### src/rtl/audio_dac_serializer.sv
// audio_dac_serializer
//   Buffers stereo sample pairs written on CLOCK_50 and shifts them out
//   left-justified to a codec that is master of AUD_BCLK / AUD_DACLRCK.
//
// Ports
//   CLOCK_50                 system clock (rising edge)
//   reset_n                  asynchronous active-low reset
//   clear_audio_out_memory   synchronous flush of the sample buffer
//   left/right_channel_audio_out  32-bit MSB-aligned samples
//   write_audio_out          push one pair (dropped when buffer full)
//   audio_out_allowed        buffer not full
//   AUD_BCLK, AUD_DACLRCK    codec clocks, asynchronous to CLOCK_50
//   AUD_DACDAT               serial data to codec DAC
//   fifo_used                buffer occupancy
//   underflow                one-cycle pulse: frame started with empty buffer
module audio_dac_serializer #(
    parameter int AUDIO_DATA_WIDTH = 24,
    parameter int FIFO_DEPTH       = 4
) (
    input  logic                          CLOCK_50,
    input  logic                          reset_n,
    input  logic                          clear_audio_out_memory,
    input  logic [31:0]                   left_channel_audio_out,
    input  logic [31:0]                   right_channel_audio_out,
    input  logic                          write_audio_out,
    output logic                          audio_out_allowed,
    input  logic                          AUD_BCLK,
    input  logic                          AUD_DACLRCK,
    output logic                          AUD_DACDAT,
    output logic [$clog2(FIFO_DEPTH):0]   fifo_used,
    output logic                          underflow
);
    localparam int W  = AUDIO_DATA_WIDTH;
    localparam int PW = $clog2(FIFO_DEPTH);
    localparam int BW = $clog2(W + 1);
    localparam logic [PW:0]   FULL_CNT  = (PW + 1)'(FIFO_DEPTH);
    localparam logic [BW-1:0] WORD_BITS = BW'(W);

    typedef enum logic [1:0] {IDLE, LEFT, RIGHT} state_t;

    state_t state, state_nxt;

    // ---------------- codec clock synchronizers ----------------
    logic       bclk_s1, bclk_s2, bclk_h;
    logic       lrck_s1, lrck_s2, lrck_h;
    logic [1:0] warm;     // edges ignored until history flop holds real data
    logic       sync_ok, bclk_fall, lrck_rise, lrck_fall;

    always_ff @(posedge CLOCK_50 or negedge reset_n) begin
        if (!reset_n) begin
            {bclk_s1, bclk_s2, bclk_h} <= '0;
            {lrck_s1, lrck_s2, lrck_h} <= '0;
            warm                       <= '0;
        end else begin
            bclk_s1 <= AUD_BCLK;
            bclk_s2 <= bclk_s1;
            bclk_h  <= bclk_s2;
            lrck_s1 <= AUD_DACLRCK;
            lrck_s2 <= lrck_s1;
            lrck_h  <= lrck_s2;
            if (warm != 2'd3) warm <= warm + 2'd1;
        end
    end

    // Without the warm-up gate a high LRCK at reset release would look
    // like a rising edge and start output mid-frame.
    assign sync_ok   = (warm == 2'd3);
    assign bclk_fall = sync_ok &  bclk_h & ~bclk_s2;
    assign lrck_rise = sync_ok & ~lrck_h &  lrck_s2;
    assign lrck_fall = sync_ok &  lrck_h & ~lrck_s2;

    // ---------------- sample FIFO ----------------
    logic [63:0]   mem [FIFO_DEPTH];
    logic [PW-1:0] wr_ptr, rd_ptr;
    logic [63:0]   head;
    logic          have_data, push, pop;

    assign audio_out_allowed = (fifo_used != FULL_CNT);
    assign have_data = (fifo_used != '0);
    assign head      = mem[rd_ptr];
    assign push      = write_audio_out & audio_out_allowed & ~clear_audio_out_memory;
    // Pop uses the registered count, so a same-cycle write into an empty
    // buffer is stored but not seen by this frame.
    assign pop       = lrck_rise & have_data;

    always_ff @(posedge CLOCK_50) begin
        if (push) mem[wr_ptr] <= {left_channel_audio_out, right_channel_audio_out};
    end

    always_ff @(posedge CLOCK_50 or negedge reset_n) begin
        if (!reset_n) begin
            wr_ptr    <= '0;
            rd_ptr    <= '0;
            fifo_used <= '0;
        end else if (clear_audio_out_memory) begin
            wr_ptr    <= '0;
            rd_ptr    <= '0;
            fifo_used <= '0;
        end else begin
            if (push) wr_ptr <= wr_ptr + PW'(1);
            if (pop)  rd_ptr <= rd_ptr + PW'(1);
            if (push && !pop)      fifo_used <= fifo_used + 1'b1;
            else if (pop && !push) fifo_used <= fifo_used - 1'b1;
        end
    end

    // ---------------- channel state machine ----------------
    always_ff @(posedge CLOCK_50 or negedge reset_n) begin
        if (!reset_n) state <= IDLE;
        else          state <= state_nxt;
    end

    always_comb begin
        state_nxt = state;
        unique case (state)
            IDLE:    if (lrck_rise) state_nxt = LEFT;
            LEFT:    if (lrck_fall) state_nxt = RIGHT;
            RIGHT:   if (lrck_rise) state_nxt = LEFT;
            default: state_nxt = IDLE;
        endcase
    end

    // ---------------- holding / shift registers ----------------
    logic [31:0]   left_hold, right_hold;
    logic [W-1:0]  shift;
    logic [BW-1:0] bit_cnt;

    always_ff @(posedge CLOCK_50 or negedge reset_n) begin
        if (!reset_n) begin
            left_hold  <= '0;
            right_hold <= '0;
            shift      <= '0;
            bit_cnt    <= '0;
            underflow  <= 1'b0;
        end else begin
            underflow <= lrck_rise & ~have_data;
            if (lrck_rise) begin
                // The left word goes straight from the FIFO head into the
                // shift register so its MSB is out without an extra cycle.
                left_hold  <= have_data ? head[63:32] : '0;
                right_hold <= have_data ? head[31:0]  : '0;
                shift      <= have_data ? head[63:64-W] : '0;
                bit_cnt    <= '0;
            end else if (lrck_fall && state == LEFT) begin
                shift   <= right_hold[31:32-W];
                bit_cnt <= '0;
            end else if (bclk_fall && state != IDLE && bit_cnt != WORD_BITS) begin
                shift   <= {shift[W-2:0], 1'b0};
                bit_cnt <= bit_cnt + 1'b1;
            end
        end
    end

    assign AUD_DACDAT = (state != IDLE) && (bit_cnt != WORD_BITS) && shift[W-1];

    // Low sample bits and the left copy are kept for completeness only.
    logic unused_bits;
    assign unused_bits = ^{head, left_hold, right_hold};

endmodule

### config.mk
export PLATFORM = sky130hd
export DESIGN_NAME = audio_dac_serializer
export DESIGN_NICKNAME = d
export VERILOG_FILES = /design/src/rtl/audio_dac_serializer.sv
export SDC_FILE = /design/constraint.sdc
export NUM_CORES = 1
export LEC_CHECK = 0
export ABC_CLOCK_PERIOD_IN_PS = 4750
export CELL_PAD_IN_SITES_DETAIL_PLACEMENT = 0
export CELL_PAD_IN_SITES_GLOBAL_PLACEMENT = 2
export CORE_UTILIZATION = 47
export DETAILED_ROUTE_END_ITERATION = 10
export PLACE_DENSITY = 0.93
export REMOVE_ABC_BUFFERS = 1
export SLEW_MARGIN = 20
export SYNTH_ARGS = -nofsm -noshare
export SYNTH_HDL_FRONTEND = slang
export SYNTH_SLANG_ARGS = --single-unit
### constraint.sdc
create_clock -name CLOCK_50 -period 4.75 [get_ports CLOCK_50]
set_clock_uncertainty 0.2 [all_clocks]
set_input_delay 0.7125 -clock CLOCK_50 [delete_from_list [all_inputs] [get_ports CLOCK_50]]
set_output_delay 0.7125 -clock CLOCK_50 [all_outputs]
set_load 0.01 [all_outputs]
==> metrics.log, run 1 <==
[metrics] Total GRT Usage: between 10% and 20%
[metrics] power density over the cells: 468.7 nW/um^2
[metrics] area added between synthesis and finish: 17.19%
[metrics] worst path buffer plus inverter count: 2
[metrics] Fin. Hold Viols: 0
[metrics] Core Box Area: 21220 um^2
[metrics] combinational share of power: a little over an eighth
[metrics] overall die height: 149.9 um
[metrics] die width: 149.9 um
[metrics] first-pass GRT wire length: 31040 um
[metrics] input/output buffers: 59
[metrics] Max Root-Sink Buffers: 3
[metrics] final antenna-violating net count: 0
[metrics] overall via count from detail_route: 5463
[metrics] leakage power summed over all cells: 4.092 nW
[metrics] iteration-0 DRC count of the detailed router: 357
[metrics] portion of the post-synthesis area used by sequential elements: 73.40%
[metrics] via-per-instance ratio: 5.799
[metrics] Synth Area per Inst: between 15 and 20 um^2
[metrics] pin count of the biggest net entering global routing: 53
[metrics] Slew Viols, Final: 0
[metrics] Seq cells post-synth: 263
[metrics] sum of net half-perimeters after detailed placement: between 10000 and 15000 um
[metrics] Num CTS Buffers: 28
[metrics] overflow left after global routing: 0
[metrics] Synth area leader: sky130_fd_sc_hd__edfxtp_1
[metrics] share of synthesized registers carrying an async set or reset: 27.00%
[metrics] most frequent cells in the layout: sky130_fd_sc_hd__edfxtp_1, sky130_fd_sc_hd__dfrtp_1, sky130_fd_sc_hd__clkdlybuf4s50_1, sky130_fd_sc_hd__mux4_2, sky130_fd_sc_hd__nand3_1
[metrics] clock slew at the register clock pins of the worst setup and hold paths: 60 ps
[metrics] RD Place Congestion: 0.7049
[metrics] internal power: 0.004280 W
[metrics] fraction of layout instances using a drive strength above 1: 17.69%
[metrics] Area after DPL: 11170 um^2
[metrics] warnings from Yosys: 0
[metrics] Cell Chain, Critical Path: inv_1, ha_1, and4b_1, nor3b_1, clkdlybuf4s50_1
[metrics] setup fix buffers added after clock tree synthesis: 0
[metrics] largest cells by area after synthesis: sky130_fd_sc_hd__edfxtp_1, sky130_fd_sc_hd__dfrtp_1, sky130_fd_sc_hd__mux4_2, sky130_fd_sc_hd__nand3_1, sky130_fd_sc_hd__a22o_1
[metrics] starting density of the core: 48.42%
[metrics] relative slew slack: 37.49%
[metrics] Max Freq: 325.7 MHz
[metrics] Max stage delay on crit path: 560 ps
[metrics] DRC viols: 0
[metrics] via count of the first global-routing pass: 5822
[metrics] fin util: 56.75%
[metrics] outcome: complete, no violations
[metrics] number of instances resized during post-cts repair: 0
[metrics] critical setup path kind: reg -> out
[metrics] Layout Nets: 723
[metrics] average wire length per cell after detail routing: between 20 and 25 um
[metrics] cell class contributing the biggest share of worst-path delay: buffers and inverters
[metrics] Critical Path Fanout Max: 4
[metrics] max-cap check violation count: 0
[metrics] top-area cell type share of the netlist area: 56.11%
[metrics] area of the die: 22460 um^2
[metrics] Register Area: 7545 um^2
[metrics] library cell used as clock root buffer: sky130_fd_sc_hd__clkbuf_16
[metrics] Switch Pwr: around 0.0014 W
[metrics] area of all placed cells without fillers: 12040 um^2
[metrics] Clk pwr share: 35.7%
[metrics] number of fill cells: 1628
[metrics] Post-CTS Hold Buffers: 0
[metrics] number of enable flip-flop cells after synthesis: roughly 190
[metrics] depth of the CTS H-tree: 1
[metrics] Tcrit/Tclk final: 64.64%
[metrics] net switching share of the total power: 24.16%
[metrics] worst-path cell with the longest stage delay: sky130_fd_sc_hd__clkdlybuf4s50_1
[metrics] most frequent standard cell in the layout excluding fill and tap cells: sky130_fd_sc_hd__edfxtp_1
[metrics] setup tns final: 0 ps
[metrics] number of antenna violations at the first check in global routing: 0
[metrics] element type at the critical path end: output port
[metrics] RSZ-0062 raised after global routing: false
[metrics] power share of the sequential group: between 50 and 60%
[metrics] number of core rows: 53
[metrics] post-synthesis instance total: 579
[metrics] startpoint kind of the worst setup timing path: register
[metrics] I/O pin count: 76
[metrics] source-to-sink clock delay at the later pin of the worst-skew pair: roughly 540 ps
[metrics] data required time of the worst path: 3840 ps
[metrics] Final Routed Wirelength: about 19000 um
[metrics] post-synth cell types: 44
[metrics] worst path arrival time: 2160 ps
[metrics] time the final worst path needs with I/O delays and setup: 3070 ps
[metrics] most frequently used flop master after synthesis: sky130_fd_sc_hd__edfxtp_1
[metrics] total clock sinks: 263
[metrics] multi-input logic area: 2539 um^2
[metrics] Cell Area, Synth: 10270 um^2
[metrics] detailed-routing iteration count for the pre-antenna-repair pass: 5
[metrics] final setup vio count: 0
[metrics] transition time at the pin with the least slew margin: around 940 ps
[metrics] clock tree from TritonCTS: done
[metrics] Peak supply drop: 0.3159 mV
[metrics] worst hold path class: in -> async
[metrics] number of antenna cells inserted: 0
cell families after synthesis:
family	synth area share (%)
mux	10.94
flops	73.40
xor+xnor	0.5114
compound gates	5.114
simple gates	6.941
buf+inv	2.046
fa+ha+maj	1.047
synthesized netlist by cell type (all sizes together), types with 3 or more instances:
cell    instances
nand3          47
a41oi          22
nand2          30
clkbuf         17
inv            10
ha              7
nor3           29
a21oi           4
and2            6
mux4           48
xnor2           5
a22o           23
nor2           11
edfxtp        192
buf            22
dfrtp          71
nand3b          3
flip-flops by register name, summed over array words and instances (netlist names):
register and count:
lrck_s2 1, state 2, wr_ptr 2, bclk_s2 1, bclk_s1 1, bclk_h 1
underflow 1, rd_ptr 2, right_hold 24, warm 2, lrck_h 1, lrck_s1 1
fifo_used 3, mem 192, shift 24, bit_cnt 5
area by class of cell:
cell class	count	share of cell area, %
tap	275	2.857
sequential	263	62.66
inverter	10	0.3117
multi-input combinational	267	21.08
clock buffer	36	6.318
timing repair buffer	75	5.860
clock inverter	16	0.9144
stage by stage:
step           instances  worst slack [ps]  power (W)  hold WS (ps)
2_1_floorplan        540            -187.2   0.003385         131.2
3_3_place_gp         890              1784   0.003636         143.5
3_5_place_dp         890              1705   0.003675         138.6
4_1_cts              942              1651   0.005692         154.1
5_1_grt              942              1575   0.005887         165.8
6_report             942              1680   0.005644         124.5
layer usage:
layer / up-vias / global-route usage (%) / share of wire (%)
met4: 0 / 4.899 / 2.2
met1: 2837 / 24.84 / 43
met5: - / 0 / 0
met2: 153 / 30.00 / 50
met3: 33 / 2.744 / 5.3
li1: 2440 / - / -
power by group through the flow:
stage                     clock network, W  logic, W  registers, W
after detailed placement                 0  0.000761       0.00291
final                              0.00202  0.000751       0.00288
after global placement                   0  0.000734       0.00290
after global routing               0.00216  0.000827       0.00290
after floorplan                          0  0.000494       0.00289
after CTS                          0.00206  0.000760       0.00287
path summary, 6_finish.rpt:
kind | from | end | slack, ps | cells after the start
max | bit_cnt[0]$_DFFE_PN0P_ | AUD_DACDAT | 1680 | 5
min | reset_n | fifo_used[1]$_DFFE_PN0P_ | 120 | 1
max reg2reg | bit_cnt[0]$_DFFE_PN0P_ | shift[19]$_DFFE_PN0P_ | 1870 | 8
min reg2reg | lrck_s1$_DFF_PN0_ | lrck_s2$_DFF_PN0_ | 150 | 0
max in group asynchronous | reset_n | right_hold[9]$_DFFE_PN0N_ | 3250 | 2
min in group CLOCK_50 | lrck_s1$_DFF_PN0_ | lrck_s2$_DFF_PN0_ | 150 | 0
Power figures use the tool's default switching activity.
==> run 2: changes to the inputs <==
ABC_CLOCK_PERIOD_IN_PS = 2560   (was 4750)
CORE_UTILIZATION = 40   (was 47)
PLACE_DENSITY = 0.85   (was 0.93)
clock period = 2.56 ns   (was 4.75 ns; I/O delays follow)
==> run 2 against run 1 <==
Against the previous run: sequential share of layout area decreased by 1.6 points; critical path depth shrank 2; highest routed layer unchanged; die area up 17%; cell count rose by 7.5%.
==> metrics.log, run 2 (synthesis gave the netlist of run 1 again) <==
[metrics] Fin. Hold Viols: 0 (unchanged)
[metrics] DRC viols: 0 (unchanged)
[metrics] input/output buffers: 59 (unchanged)
[metrics] final setup vio count: 0 (unchanged)
[metrics] setup tns final: 0 ps (unchanged)
[metrics] biggest regs: mem (192), right_hold (24), shift (24)
[metrics] total clock sinks: 263 (unchanged)
[metrics] number of core rows: 58 (+9.4%)
[metrics] source-to-sink clock delay at the later pin of the worst-skew pair: 540 ps (about the same)
[metrics] depth of the CTS H-tree: 1 (unchanged)
[metrics] Max Root-Sink Buffers: 3 (unchanged)
[metrics] overall via count from detail_route: 5519 (+1.0%)
[metrics] via count of the first global-routing pass: 6026 (+3.5%)
[metrics] iteration-0 DRC count of the detailed router: 416 (+17%)
[metrics] min setup slack post-route: 147.7 ps (-1532 ps)
[metrics] Final Routed Wirelength: 20470 um (+6.6%)
[metrics] Max Freq: 414.5 MHz
[metrics] element type at the critical path end: output port
[metrics] power density over the cells: 864.4 nW/um^2 (+84%)
[metrics] timing endpoint of the critical path: audio_out_allowed
[metrics] worst flop-to-flop path endpoint: fifo_used[2]$_DFFE_PN0P_
[metrics] time the final worst path needs with I/O delays and setup: 2412 ps
[metrics] first element of the critical path: fifo_used[1]$_DFFE_PN0P_
[metrics] number of antenna cells inserted: 0 (unchanged)
[metrics] overflow left after global routing: 0 (unchanged)
[metrics] outcome: complete, no violations
[metrics] Layout Nets: 740 (+2.4%)
[metrics] Critical Path Fanout Max: 5 (+1)
[metrics] register with the most flip-flops: mem
[metrics] worst path arrival time: 1830 ps (-330 ps)
[metrics] first-pass GRT wire length: 33290 um (+7.2%)
[metrics] leakage power summed over all cells: 4.200 nW (+2.6%)
[metrics] via-per-instance ratio: 5.448 (-6.1%)
[metrics] Area after DPL: 11460 um^2 (+2.6%)
[metrics] register-to-register path setup slack: 150 ps (-1720 ps)
[metrics] number of antenna violations at the first check in global routing: 0 (unchanged)
[metrics] Total GRT Usage: 16.43% (-1.6 points)
[metrics] max-cap check violation count: 0 (unchanged)
[metrics] Num CTS Buffers: 27 (-3.6%)
[metrics] Tcrit/Tclk final: a little over nine tenths
[metrics] pin count of the biggest net entering global routing: 50 (-5.7%)
[metrics] area of the die: 26330 um^2 (+17%)
[metrics] startpoint kind of the worst setup timing path: register
[metrics] worst hold path class: in -> reg
[metrics] average wire length per cell after detail routing: 20.21 um (-0.89%)
[metrics] most frequent cells in the layout: sky130_fd_sc_hd__edfxtp_1, sky130_fd_sc_hd__dfrtp_1, sky130_fd_sc_hd__clkdlybuf4s50_1, sky130_fd_sc_hd__mux4_2, sky130_fd_sc_hd__nand3_1
[metrics] relative slew slack: 54.87% (+17 points)
[metrics] RSZ-0062 raised after global routing: false
[metrics] critical setup path kind: reg -> out
[metrics] Slew Viols, Final: 0 (unchanged)
[metrics] final antenna-violating net count: 0 (unchanged)
[metrics] worst slack after detailed placement: 196.7 ps (-1508 ps)
[metrics] Core Box Area: 25180 um^2 (+19%)
[metrics] overall die height: 162.3 um (+8.3%)
[metrics] I/O pin count: 76 (unchanged)
[metrics] RD Place Congestion: 0.7269 (+3.1%)
[metrics] number of flip-flops under the largest register name: 192 (unchanged)
[metrics] area of all placed cells without fillers: 12350 um^2 (+2.6%)
[metrics] Hold Worst Slack: 113.1 ps (-11.47 ps)
[metrics] number of fill cells: 2030 (+25%)
[metrics] fraction of layout instances using a drive strength above 1: 19.77% (+2.1 points)
[metrics] area added between synthesis and finish: 20.24%
[metrics] most frequent standard cell in the layout excluding fill and tap cells: sky130_fd_sc_hd__edfxtp_1
[metrics] data required time of the worst path: 1980 ps (-1860 ps)
[metrics] sum of net half-perimeters after detailed placement: 12280 um (+13%)
[metrics] Peak supply drop: 0.5388 mV (+71%)
[metrics] transition time at the pin with the least slew margin: 667.6 ps (-270.1 ps)
[metrics] die width: 162.3 um (+8.3%)
[metrics] detailed-routing iteration count for the pre-antenna-repair pass: 4 (-1)
[metrics] reg2reg start: fifo_used[0]$_DFFE_PN0P_
[metrics] starting density of the core: 40.80% (-7.6 points)
[metrics] library cell used as clock root buffer: sky130_fd_sc_hd__clkbuf_16
[metrics] clock slew at the register clock pins of the worst setup and hold paths: 60 ps (about the same)
[metrics] reg2reg path depth: 7 (-1)
[metrics] clock tree from TritonCTS: done
-- run 2: power breakdown --
group          internal [W]  leakage [nW]  switching, W
logic              0.000749          1.17      0.000774
registers           0.00505          2.61      0.000242
clock network       0.00229         0.421       0.00157
-- run 2: cell type report --
type	count	area, um^2	area share [%]
clock buffer	38	726.9	5.884
clock inverter	12	151.4	1.225
inverter	10	37.54	0.3038
multi-input combinational	267	2544	20.59
sequential	263	7545	61.07
tap	330	412.9	3.342
timing repair buffer	93	937.1	7.586
-- run 2: how the worst min path moves through the flow --
stage,depth (start not counted),end,startpoint,slack (ps)
2_1_floorplan,0,bclk_h$_DFF_PN0_,reset_n,-110
3_3_place_gp,0,bclk_s2$_DFF_PN0_,bclk_s1$_DFF_PN0_,150
3_5_place_dp,0,bclk_s2$_DFF_PN0_,bclk_s1$_DFF_PN0_,140
4_1_cts,1,bclk_s1$_DFF_PN0_,AUD_BCLK,100
5_1_grt,1,bclk_s1$_DFF_PN0_,AUD_BCLK,100
6_report,1,bclk_s1$_DFF_PN0_,AUD_BCLK,110
-- run 2: through the flow --
stage	total power, W	utilization, %	cells
final	0.01068	49.06	1013
after global routing	0.01111	49.06	1013
after CTS	0.01078	49.06	1013
after detailed placement	0.006916	45.51	961
after global placement	0.006850	45.51	961
after floorplan	0.006280	-	540
-- run 2: timing repair --
action                                 in CTS  in global routing
endpoints found under the hold margin      18                  0
buffers inserted                            1                  0
setup endpoints to repair                   2                  1
hold buffers                                1                  0
gates resized for setup                     2                  3
-- run 2: critical path, cell delays in order, from the launching register on --
cell and delay (ps):
sky130_fd_sc_hd__dfrtp_1 420, sky130_fd_sc_hd__or3b_1 420, sky130_fd_sc_hd__buf_4 170, sky130_fd_sc_hd__dlygate4sd2_1 280
-- run 2: routing by layer --
| metal | share of wire (%) | vias up | GRT usage (%) |
|---|---|---|---|
| met1 | 42 | 2875 | 21.65 |
| met4 | 2.2 | 0 | 4.631 |
| met2 | 50 | 148 | 28.30 |
| li1 | - | 2468 | - |
| met5 | 0 | - | 0 |
| met3 | 5.1 | 28 | 2.426 |
